==> src/rtl/cache_flush_pkg.sv <==
// Shared types and width helpers for the cache flush sequencer.
// Pure declarations: no latency and no backpressure apply.
package cache_flush_pkg;

    typedef enum logic [2:0] {
        FS_IDLE,
        FS_READ,
        FS_CHECK,
        FS_WB,
        FS_ADV,
        FS_INVAL,
        FS_DONE
    } flush_state_t;

    // Bits needed to index n entries; a single entry still gets one bit.
    function automatic int idx_w(input int n);
        int w;
        w = 1;
        for (int i = 1; i < 31; i++) begin
            if ((1 << i) < n) begin
                w = i + 1;
            end
        end
        return w;
    endfunction

    // Width of the writeback counter: it must be able to hold lines*ways.
    function automatic int cnt_w(input int lines, input int ways);
        return idx_w(lines * ways) + 1;
    endfunction

endpackage

==> src/rtl/flush_walk_ctr.sv <==
// Set/way walk counter: way is the fast index, set advances on way wrap.
// Latency: position updates one cycle after inc/clr; no backpressure, the caller gates inc.
module flush_walk_ctr
    import cache_flush_pkg::*;
#(
    parameter int NUMWAYS  = 4,
    parameter int NUMLINES = 128
) (
    input  logic                        clk,
    input  logic                        rst_n,
    input  logic                        clr,
    input  logic                        inc,
    output logic [idx_w(NUMLINES)-1:0]  set_idx,
    output logic [NUMWAYS-1:0]          way_oh,
    output logic                        last
);

    localparam int SW = idx_w(NUMLINES);
    localparam int WW = idx_w(NUMWAYS);
    localparam logic [SW-1:0] LAST_SET = SW'(NUMLINES - 1);
    localparam logic [WW-1:0] LAST_WAY = WW'(NUMWAYS - 1);

    logic [WW-1:0] way_idx;

    // Both sizes are powers of two, so the natural binary wrap lands on 0/0.
    always_ff @(posedge clk or negedge rst_n) begin
        if (!rst_n) begin
            set_idx <= '0;
            way_idx <= '0;
        end else if (clr) begin
            set_idx <= '0;
            way_idx <= '0;
        end else if (inc) begin
            way_idx <= way_idx + WW'(1);
            if (way_idx == LAST_WAY) begin
                set_idx <= set_idx + SW'(1);
            end
        end
    end

    assign last = (set_idx == LAST_SET) && (way_idx == LAST_WAY);

    always_comb begin
        way_oh          = '0;
        way_oh[way_idx] = 1'b1;
    end

endmodule

==> src/rtl/cache_flush_seq.sv <==
// Walks every set/way writing back dirty+valid lines, then pulses a global invalidate.
// Latency: 3 cycles per line plus 1+stall per writeback, plus INVAL and DONE; WbReq holds until WbAck.
// Optional CACHE_FLUSH_STATS_EN adds the DirtyCount writeback counter output.
module cache_flush_seq
    import cache_flush_pkg::*;
#(
    parameter int NUMWAYS  = 4,
    parameter int NUMLINES = 128,
    parameter int SETLEN   = 7
) (
    input  logic                clk,
    input  logic                reset,
    input  logic                FlushReq,
    input  logic                InvalidateReq,
    input  logic [NUMWAYS-1:0]  DirtyWay,
    input  logic [NUMWAYS-1:0]  ValidWay,
    input  logic                WbAck,
    output logic                FlushAdrEn,
    output logic [SETLEN-1:0]   FlushAdr,
    output logic [NUMWAYS-1:0]  FlushWay,
    output logic                WbReq,
    output logic                ClearDirty,
    output logic                InvalidateCache,
    output logic                FlushBusy,
    output logic                FlushDone
`ifdef CACHE_FLUSH_STATS_EN
    ,
    output logic [cnt_w(NUMLINES, NUMWAYS)-1:0] DirtyCount
`endif
);

    flush_state_t state, state_nxt;
    logic         ctr_clr;
    logic         ctr_inc;
    logic         ctr_last;
    logic         line_hit;

    flush_walk_ctr #(
        .NUMWAYS  (NUMWAYS),
        .NUMLINES (NUMLINES)
    ) u_walk (
        .clk     (clk),
        .rst_n   (reset),
        .clr     (ctr_clr),
        .inc     (ctr_inc),
        .set_idx (FlushAdr),
        .way_oh  (FlushWay),
        .last    (ctr_last)
    );

    // Only the way under inspection matters; the one-hot selects it.
    assign line_hit = |(DirtyWay & ValidWay & FlushWay);

    always_ff @(posedge clk or negedge reset) begin
        if (!reset) begin
            state <= FS_IDLE;
        end else begin
            state <= state_nxt;
        end
    end

    always_comb begin
        state_nxt       = state;
        ctr_clr         = 1'b0;
        ctr_inc         = 1'b0;
        FlushAdrEn      = 1'b0;
        WbReq           = 1'b0;
        ClearDirty      = 1'b0;
        InvalidateCache = 1'b0;
        FlushDone       = 1'b0;
        FlushBusy       = (state != FS_IDLE);
        unique case (state)
            FS_IDLE: begin
                // A combined request walks first; INVAL is reached at the end anyway.
                if (FlushReq) begin
                    ctr_clr   = 1'b1;
                    state_nxt = FS_READ;
                end else if (InvalidateReq) begin
                    state_nxt = FS_INVAL;
                end
            end
            FS_READ: begin
                FlushAdrEn = 1'b1;
                state_nxt  = FS_CHECK;
            end
            FS_CHECK: begin
                state_nxt = line_hit ? FS_WB : FS_ADV;
            end
            FS_WB: begin
                WbReq = 1'b1;
                if (WbAck) begin
                    ClearDirty = 1'b1;
                    state_nxt  = FS_ADV;
                end
            end
            FS_ADV: begin
                ctr_inc   = 1'b1;
                state_nxt = ctr_last ? FS_INVAL : FS_READ;
            end
            FS_INVAL: begin
                InvalidateCache = 1'b1;
                state_nxt       = FS_DONE;
            end
            FS_DONE: begin
                FlushDone = 1'b1;
                state_nxt = FS_IDLE;
            end
            default: begin
                state_nxt = FS_IDLE;
            end
        endcase
    end

`ifdef CACHE_FLUSH_STATS_EN
    // At most one writeback per line, so the extra MSB rules out overflow.
    always_ff @(posedge clk or negedge reset) begin
        if (!reset) begin
            DirtyCount <= '0;
        end else if (ctr_clr) begin
            DirtyCount <= '0;
        end else if (ClearDirty) begin
            DirtyCount <= DirtyCount + 1'b1;
        end
    end
`endif

endmodule

==> config.mk <==
export PLATFORM = sky130hd
export DESIGN_NAME = cache_flush_seq
export DESIGN_NICKNAME = d
export VERILOG_FILES = /design/src/rtl/cache_flush_pkg.sv /design/src/rtl/flush_walk_ctr.sv /design/src/rtl/cache_flush_seq.sv
export SDC_FILE = /design/constraint.sdc
export NUM_CORES = 1
export LEC_CHECK = 0
export CAP_MARGIN = 20
export CORE_UTILIZATION = 30
export CTS_CLUSTER_SIZE = 24
export DETAILED_ROUTE_END_ITERATION = 8
export PLACE_DENSITY = 0.66
export SLEW_MARGIN = 20
export SYNTH_ARGS = -nofsm -noshare
export SYNTH_HDL_FRONTEND = slang
export SYNTH_SLANG_ARGS = --single-unit
==> constraint.sdc <==
create_clock -name clk -period 3.3 [get_ports clk]
set_input_delay 0.825 -clock clk [delete_from_list [all_inputs] [get_ports clk]]
set_output_delay 0.825 -clock clk [all_outputs]
set_load 0.03 [all_outputs]
* Word-level counts from Yosys, hierarchy flattened
Index checks and enable logic that the tools add are counted.
Widths: inputs -> output; s select.
** Storage, ports and cells
- Flip-flop bits (word level) :: 12
- Bits of input ports :: 13
- Output and inout bits :: 17
** Cells by class
- $add $sub $neg :: 2
- Magnitude comparators :: 2
- Equality and inequality tests :: 10
- Mux-type cells :: 22
- Bitwise gates (word level) :: 2
- Reductions and logical operators :: 9
** Operators by type and width (number)
- $mux 7 :: 3
- $pmux 3 s6 :: 1
- $mux 3 :: 5
- $mux 1 :: 10
- $eq 3x3->1 const B :: 3
- $and 4x4->4 :: 2
- $add 7x1->7 const B :: 1
- $eq 7x7->1 const B :: 1
- $eq 3x2->1 const B :: 2
- $mux 2 :: 2
- $reduce_and 2->1 :: 2
- $reduce_bool 2->1 :: 2
- $reduce_or 4->1 :: 1
- $eq 3x1->1 const B :: 1
- $logic_not 3->1 :: 1
- $lt 2x3->1 const B :: 1
- $ne 3x3->1 const B :: 1
- $reduce_bool 3->1 :: 1
- $add 2x1->2 const B :: 1
- $demux 1 s2 :: 1
- $eq 2x2->1 const B :: 1
- $ge 2x1->1 const B :: 1
- $logic_and 1x1->1 :: 2
- $ne 2x2->1 const B :: 1

* Longest topological paths before layout
Gate-level depths: netlist of the first run.
- Word-level depth :: 8
- Gate-level depth with buffers :: 6
- Mapped depth without buffers :: 6

* Cells and area by module
Synthesis of the first run repeated with hierarchy kept, for this count alone.
** Unflattened totals
- Cells, all modules :: 91
- Area total of the unflattened synthesis :: 782.0 µm²
** By module, submodules not included
- flush_walk_ctr :: instances 1, cells an instance 51, area an instance 488.0 µm², sequential area each 225.2 µm²
- cache_flush_seq :: instances 1, cells an instance 40, area an instance 294.0 µm², sequential area each 75.1 µm²

* Least setup slack after synthesis of the first run
Ideal clock, no wire load.
- Path kind :: flip-flop to output port
- Start :: register state[2]
- End :: output InvalidateCache
- Arrival :: 1.429 ns
- Data required time :: 2.475 ns
- Slack :: 1.046 ns
- Cell stages (with the launch flop) :: 4
- Buffers on the path :: 1
- Cell sequence :: dfrtp_1 > buf_2 > inv_1 > nor3_1
** On the way
- Word-level cells in the longest chain between the ends :: 2
** Ends and longest elaborated chain
- start: declaration :: line cache_flush_seq.sv:32 : flush_state_t state, state_nxt;
- start signal: assignment :: line cache_flush_seq.sv:58 : state <= state_nxt;
- $eq 3x3->1 :: line cache_flush_seq.sv:72 : unique case (state)
- $mux 1 :: line cache_flush_seq.sv:72
- end: declaration :: line cache_flush_seq.sv:23 : output logic InvalidateCache,
No other way between the ends.

* Final worst setup path of the first run
- Start :: input WbAck
- End :: output ClearDirty
** On the way
- Word-level cells in the longest chain between the ends :: 2
** Ends and longest elaborated chain
- start: declaration :: line cache_flush_seq.sv:17 : input logic WbAck,
- $mux 1 :: line cache_flush_seq.sv:91 : if (WbAck) begin
- $mux 1 :: line cache_flush_seq.sv:72
- end: declaration :: line cache_flush_seq.sv:22 : output logic ClearDirty,
No other way between the ends.

==> results of run 1 <==
## worst max-delay path, delay by kind of cell
family,cells,cell delay (ns)
buffers and inverters,2,1.15
and+or+nand+nor,1,0.16
## routing by layer
layer  part of all wire, %  GRT usage, %  vias up  routed length [um]
met5                     0             0        -                   0
met2                    47          26.3       18                 868
met3                   3.8          1.69        2                  70
li1                      -             -      383                   -
met4                  0.60          7.46        0                  11
met1                    48          18.3      346                 892
## cells by family after synthesis
group,after synthesis
adder cells (fa/ha/maj),5
flip-flops,12
AND/OR/NAND/NOR,44
XOR/XNOR,4
buffers and inverters,8
AO/OA/AOI/OAI,18
## path summary, 6_finish.rpt
kind	startpoint	end	slack, ns	depth (start not counted)
worst max register to register	state[2]	u_walk.set_idx[0]	1.66	4
worst min-delay path	u_walk.set_idx[0]	u_walk.set_idx[0]	0.55	1
worst min register to register	u_walk.set_idx[0]	u_walk.set_idx[0]	0.55	1
max in group asynchronous	reset	u_walk.way_idx[1]	2.03	1
worst max-delay path	WbAck	ClearDirty	0.33	3
min in group asynchronous	reset	u_walk.set_idx[3]	0.91	1
## final cells by class
type	instances	area, um2	share of cell area (%)
Sequential cell	12	300	26.3
Clock buffer	4	36.3	3.18
Inverter	5	18.8	1.64
Multi-Input combinational cell	71	458	40.1
Timing Repair Buffer	29	290	25.4
Tap cell	30	37.5	3.29
## flip-flops by register name, indices dropped and copies added (netlist names)
register and flops:
u_walk.way_idx 2, state 3, u_walk.set_idx 7
## metrics by stage
| stage | hold slack [ns] | std cells | area (um2) |
|---|---|---|---|
| CTS | 0.544 | 151 | 1140 |
| global placement | 0.528 | 147 | 1100 |
| floorplan | 0.503 | 91 | 797 |
| global route | 0.589 | 151 | 1140 |
| finish | 0.555 | 151 | 1140 |
| detailed placement | 0.535 | 147 | 1100 |
## report_power, final
| group | internal [mW] | leakage (nW) | total, mW | switching (mW) |
|---|---|---|---|---|
| registers | 0.183 | 0.160 | 0.273 | 0.0909 |
| logic | 0.201 | 0.298 | 0.452 | 0.251 |
| clock network | 0.0669 | 0.0210 | 0.114 | 0.0468 |
## cells in the final DEF, fill, tap and decap left out, types with 3 or more instances in the layout
cell	synthesis	layout
a21oi_1	3	3
and3_1	4	4
clkdlybuf4s50_1	0	29
nor2_1	9	9
ha_1	5	5
dfrtp_1	12	12
o21ai_0	9	9
clkbuf_4	0	3
nand2_1	11	11
inv_1	5	5
or3_1	3	3
nand3_1	6	6
nor3_1	5	5
xor2_1	3	3
==> flow_summary.json, run 1 <==
{
  "grt_util_all_layers_pct": 15.1,
  "htreeDepth": 1,
  "numClockSinks": 12,
  "antenna_found_initial": 0,
  "ys_top_cells_by_count": "dfrtp_1, nand2_1, nor2_1, o21ai_0, nand3_1",
  "crit_path_end_kind": "primary output",
  "status": "finished clean",
  "dr.pass1.iters": 4,
  "initial_utilization_pct": 31.9,
  "synth_compound_area_share_pct": 14.1,
  "cts_made_buffers": 3,
  "wl_mm": 1.84,
  "setup_viol": 0,
  "synthDistinctLibCells": 26,
  "fmax_mhz": 337,
  "grt_pass1_vias": 771,
  "grt_setup_unrepaired": "no",
  "p_leak_nw": 0.479,
  "synth-simple-area-share_pct": 31.1,
  "tritoncts": "built",
  "ctsHoldBuffers": 0,
  "die_w_um": 53.5,
  "vias": 749,
  "synth_area_leaders": "dfrtp_1, ha_1, o21ai_0, nand2_1, nor2_1",
  "synth_top_family_by_area": "simple AND/OR/NAND/NOR gates",
  "place_ws_ns": 0.347,
  "clockBufferDepth": 2,
  "grt_pass1_wl_mm": 3.17,
  "grt.overflow.total": 0,
  "synth_ff_type": "dfrtp_1",
  "power_density_nw_per_um2": 735,
  "power_mw": 0.839,
  "fin_util_pct": 45.6,
  "syn_inst": 91,
  "antenna_left": 0,
  "cp.required_ns": 2.47,
  "max_slew.worst_pin.slew_ns": 0.646,
  "post_cts_buffers": 0,
  "postCtsResizedCells": 0,
  "io_buffers": 29,
  "maxSlewViolCount": 0,
  "holdCritPathClass": "reg2reg",
  "synth.area.mux_share_pct": 0,
  "clk_pin_slew_ns": 0.07,
  "synth_area_um2": 797,
  "synth_nets": 109,
  "nFillCells": 255,
  "cap_violations": 0,
  "worst_slack_ns": 0.329,
  "drive_gt1_share_pct": 6.61,
  "wire_per_inst_um": 12.2,
  "fp.dieH_um": 53.5,
  "synthAdderAreaFrac_pct": 7.85,
  "hold_viol": 0,
  "yosys.area.top_type": "dfrtp_1",
  "timing.final.crit_share_pct": 90.0,
  "clk_latency_ns": 0.27,
  "ir_drop_mv": 0.401,
  "synthXorXnorAreaFrac_pct": 4.40,
  "routed_via_density": 4.96,
  "synth_top_area_share_pct": 37.7,
  "syn_area_per_cell_um2": 8.76,
  "ys_ff_latch": 12,
  "grt_max_degree": 17,
  "yosysSeqAreaShare_pct": 37.7,
  "skew_ns": 0.00542,
  "crit_top_cell": "clkdlybuf4s50_1",
  "relSlewSlack_pct": 56.8,
  "async_flop_share_pct": 100,
  "critPathMaxFanout": 3,
  "crit_arrival_ns": 2.15,
  "critical_path_class": "in2out",
  "crit_path_start_kind": "primary input",
  "slowest_stage": "clkdlybuf4s50_1",
  "period_minus_slack_ns": 2.97,
  "setup_tns_ns": 0,
  "die_area_um2": 2870,
  "rows": 18,
  "cpPeakStageDelay_ns": 0.66,
  "path_cells": "clkdlybuf4s50_1, and3_1, clkdlybuf4s50_1",
  "synth_edf_count": 0,
  "io_pins": 30,
  "core-area_um2": 2500,
  "drcViolationCount": 0,
  "n_antenna_cell": 0,
  "fin_nets": 140,
  "clock_tree.root_cell": "clkbuf_4",
  "syn2layout_area_growth_pct": 43.2,
  "drt_iter0_drc": 8,
  "synth.most_common_cell": "dfrtp_1",
  "dp_hpwl_mm": 1.40,
  "yosysWarningCount": 0,
  "gp_congestion": 0.907
}
No activity file was read; power rests on OpenSTA's default activity.
==> inputs of run 2 (changes only) <==
--- a/config.mk
+++ b/config.mk
@@ -10,6 +10,7 @@
 export CTS_CLUSTER_SIZE = 24
 export DETAILED_ROUTE_END_ITERATION = 8
 export PLACE_DENSITY = 0.66
+export REMOVE_ABC_BUFFERS = 1
 export SLEW_MARGIN = 20
 export SYNTH_ARGS = -nofsm -noshare
 export SYNTH_HDL_FRONTEND = slang
==> run 2 against run 1 <==
  * Critical path type unchanged
  * Clock skew down 0.0043 ns
  * Cell count unchanged
  * Core utilization did not move
  * Clock power is essentially flat
  * Non-clock buffer count did not move
  * Highest routed layer unchanged
  * Critical endpoint unchanged
==> flow_summary.json, run 2 (synthesized netlist as in run 1, its figures left out) <==
{
  "status": "finished clean",
  "hold_depth": 1,
  "syn2layout_area_growth_pct": 43.2,
  "drcViolationCount": 0,
  "crit_path_end_kind": "primary output",
  "core-area_um2": 2500,
  "die_area_um2": 2870,
  "routed_via_density": 4.99,
  "cp.required_ns": 2.47,
  "io_pins": 30,
  "cap_violations": 0,
  "ctsHoldBuffers": 0,
  "holdPathEnd": "u_walk.set_idx[0]",
  "setup_tns_ns": 0,
  "dp_hpwl_mm": 1.30,
  "grt_max_degree": 17,
  "grt_pass1_vias": 688,
  "critPathMaxFanout": 3,
  "postCtsResizedCells": 0,
  "crit_path_start_kind": "primary input",
  "rows": 18,
  "skew_ns": 0.00112,
  "grt_pass1_wl_mm": 2.99,
  "largest_registers": "u_walk.set_idx x7, state x3, u_walk.way_idx x2",
  "fmax_mhz": 337,
  "setup_viol": 0,
  "startpoint": "WbAck",
  "clock_tree.root_cell": "clkbuf_4",
  "hold-worst-slack_ns": 0.556,
  "drt_iter0_drc": 20,
  "tritoncts": "built",
  "crit_arrival_ns": 2.14,
  "antenna_left": 0,
  "clockBufferDepth": 2,
  "grt_util_all_layers_pct": 14.6,
  "largest_register_ffs": 7,
  "ir_drop_mv": 0.462,
  "timing.rr.end": "u_walk.set_idx[0]",
  "min_from": "u_walk.set_idx[0]",
  "antenna_found_initial": 0,
  "period_minus_slack_ns": 2.97,
  "final_common_cell": "clkdlybuf4s50_1",
  "initial_utilization_pct": 31.9,
  "drive_gt1_share_pct": 6.61,
  "hold_viol": 0,
  "maxSlewViolCount": 0,
  "relSlewSlack_pct": 59.1,
  "wire_per_inst_um": 11.3,
  "p_leak_nw": 0.479,
  "regMostFlops": "u_walk.set_idx",
  "fin_nets": 140,
  "rr_worst_depth": 4,
  "post_cts_buffers": 0,
  "timing.final.crit_share_pct": 89.9,
  "io_buffers": 29,
  "dr.pass1.iters": 4,
  "grt_setup_unrepaired": "no",
  "clk_latency_ns": 0.27,
  "vias": 753,
  "power_density_nw_per_um2": 730,
  "grt.overflow.total": 0,
  "cts_made_buffers": 3,
  "critical_path_class": "in2out",
  "nFillCells": 250,
  "wl_mm": 1.71,
  "max_slew.worst_pin.slew_ns": 0.612,
  "numClockSinks": 12,
  "holdCritPathClass": "reg2reg",
  "fp.dieH_um": 53.5,
  "die_w_um": 53.5,
  "timing.rr.start": "state[2]",
  "n_antenna_cell": 0,
  "htreeDepth": 1,
  "clk_pin_slew_ns": 0.07,
  "r2r_slack_ns": 1.73,
  "gp_congestion": 0.879,
  "fin_util_pct": 45.6,
  "most-common-layout-cells": "clkdlybuf4s50_1, dfrtp_1, nand2_1, nor2_1, o21ai_0"
}
run 2: metal layers:
metal  GRT usage [%]  vias to the layer above  wire length (um)  part of all wire [%]
met5               0                        -                 0                     0
met4            7.89                        0                 8                  0.47
met3            2.82                        2                89                   5.2
met2            22.9                       29               801                    47
met1            18.7                      338               811                    47
li1                -                      384                 -                     -
run 2: power breakdown:
part           total (mW)  switching (mW)  leakage, nW  internal (mW)
clock network       0.114          0.0467       0.0210         0.0670
registers           0.269          0.0860        0.160          0.183
logic               0.451           0.249        0.298          0.201
total               0.833           0.382        0.479          0.451
run 2: worst max-delay path by stage:
stage	cells past startpoint	slack (ns)	end
after floorplan	2	1.05	InvalidateCache
after global placement	3	0.35	ClearDirty
after detailed placement	3	0.35	ClearDirty
after CTS	3	0.33	ClearDirty
after global routing	3	0.25	InvalidateCache
final	3	0.33	ClearDirty
run 2: cell type report:
cell class | count | area [um2] | area share (%)
Timing Repair Buffer | 29 | 290 | 25.4
Tap cell | 30 | 37.5 | 3.29
Clock buffer | 4 | 36.3 | 3.18
Inverter | 5 | 18.8 | 1.64
Sequential cell | 12 | 300 | 26.3
Multi-Input combinational cell | 71 | 458 | 40.1
run 2: worst max-delay path, cell delays in order:
cell and delay (ns):
clkdlybuf4s50_1 0.49, and3_1 0.16, clkdlybuf4s50_1 0.67
run 2: stage by stage:
| stage | cells | cell area [um2] | power, mW | setup slack [ns] |
|---|---|---|---|---|
| 2_1_floorplan | 88 | 777 | 0.555 | 1.05 |
| 3_3_place_gp | 147 | 1100 | 0.719 | 0.346 |
| 3_5_place_dp | 147 | 1100 | 0.720 | 0.346 |
| 4_1_cts | 151 | 1140 | 0.843 | 0.332 |
| 5_1_grt | 151 | 1140 | 0.900 | 0.246 |
| 6_report | 151 | 1140 | 0.833 | 0.334 |
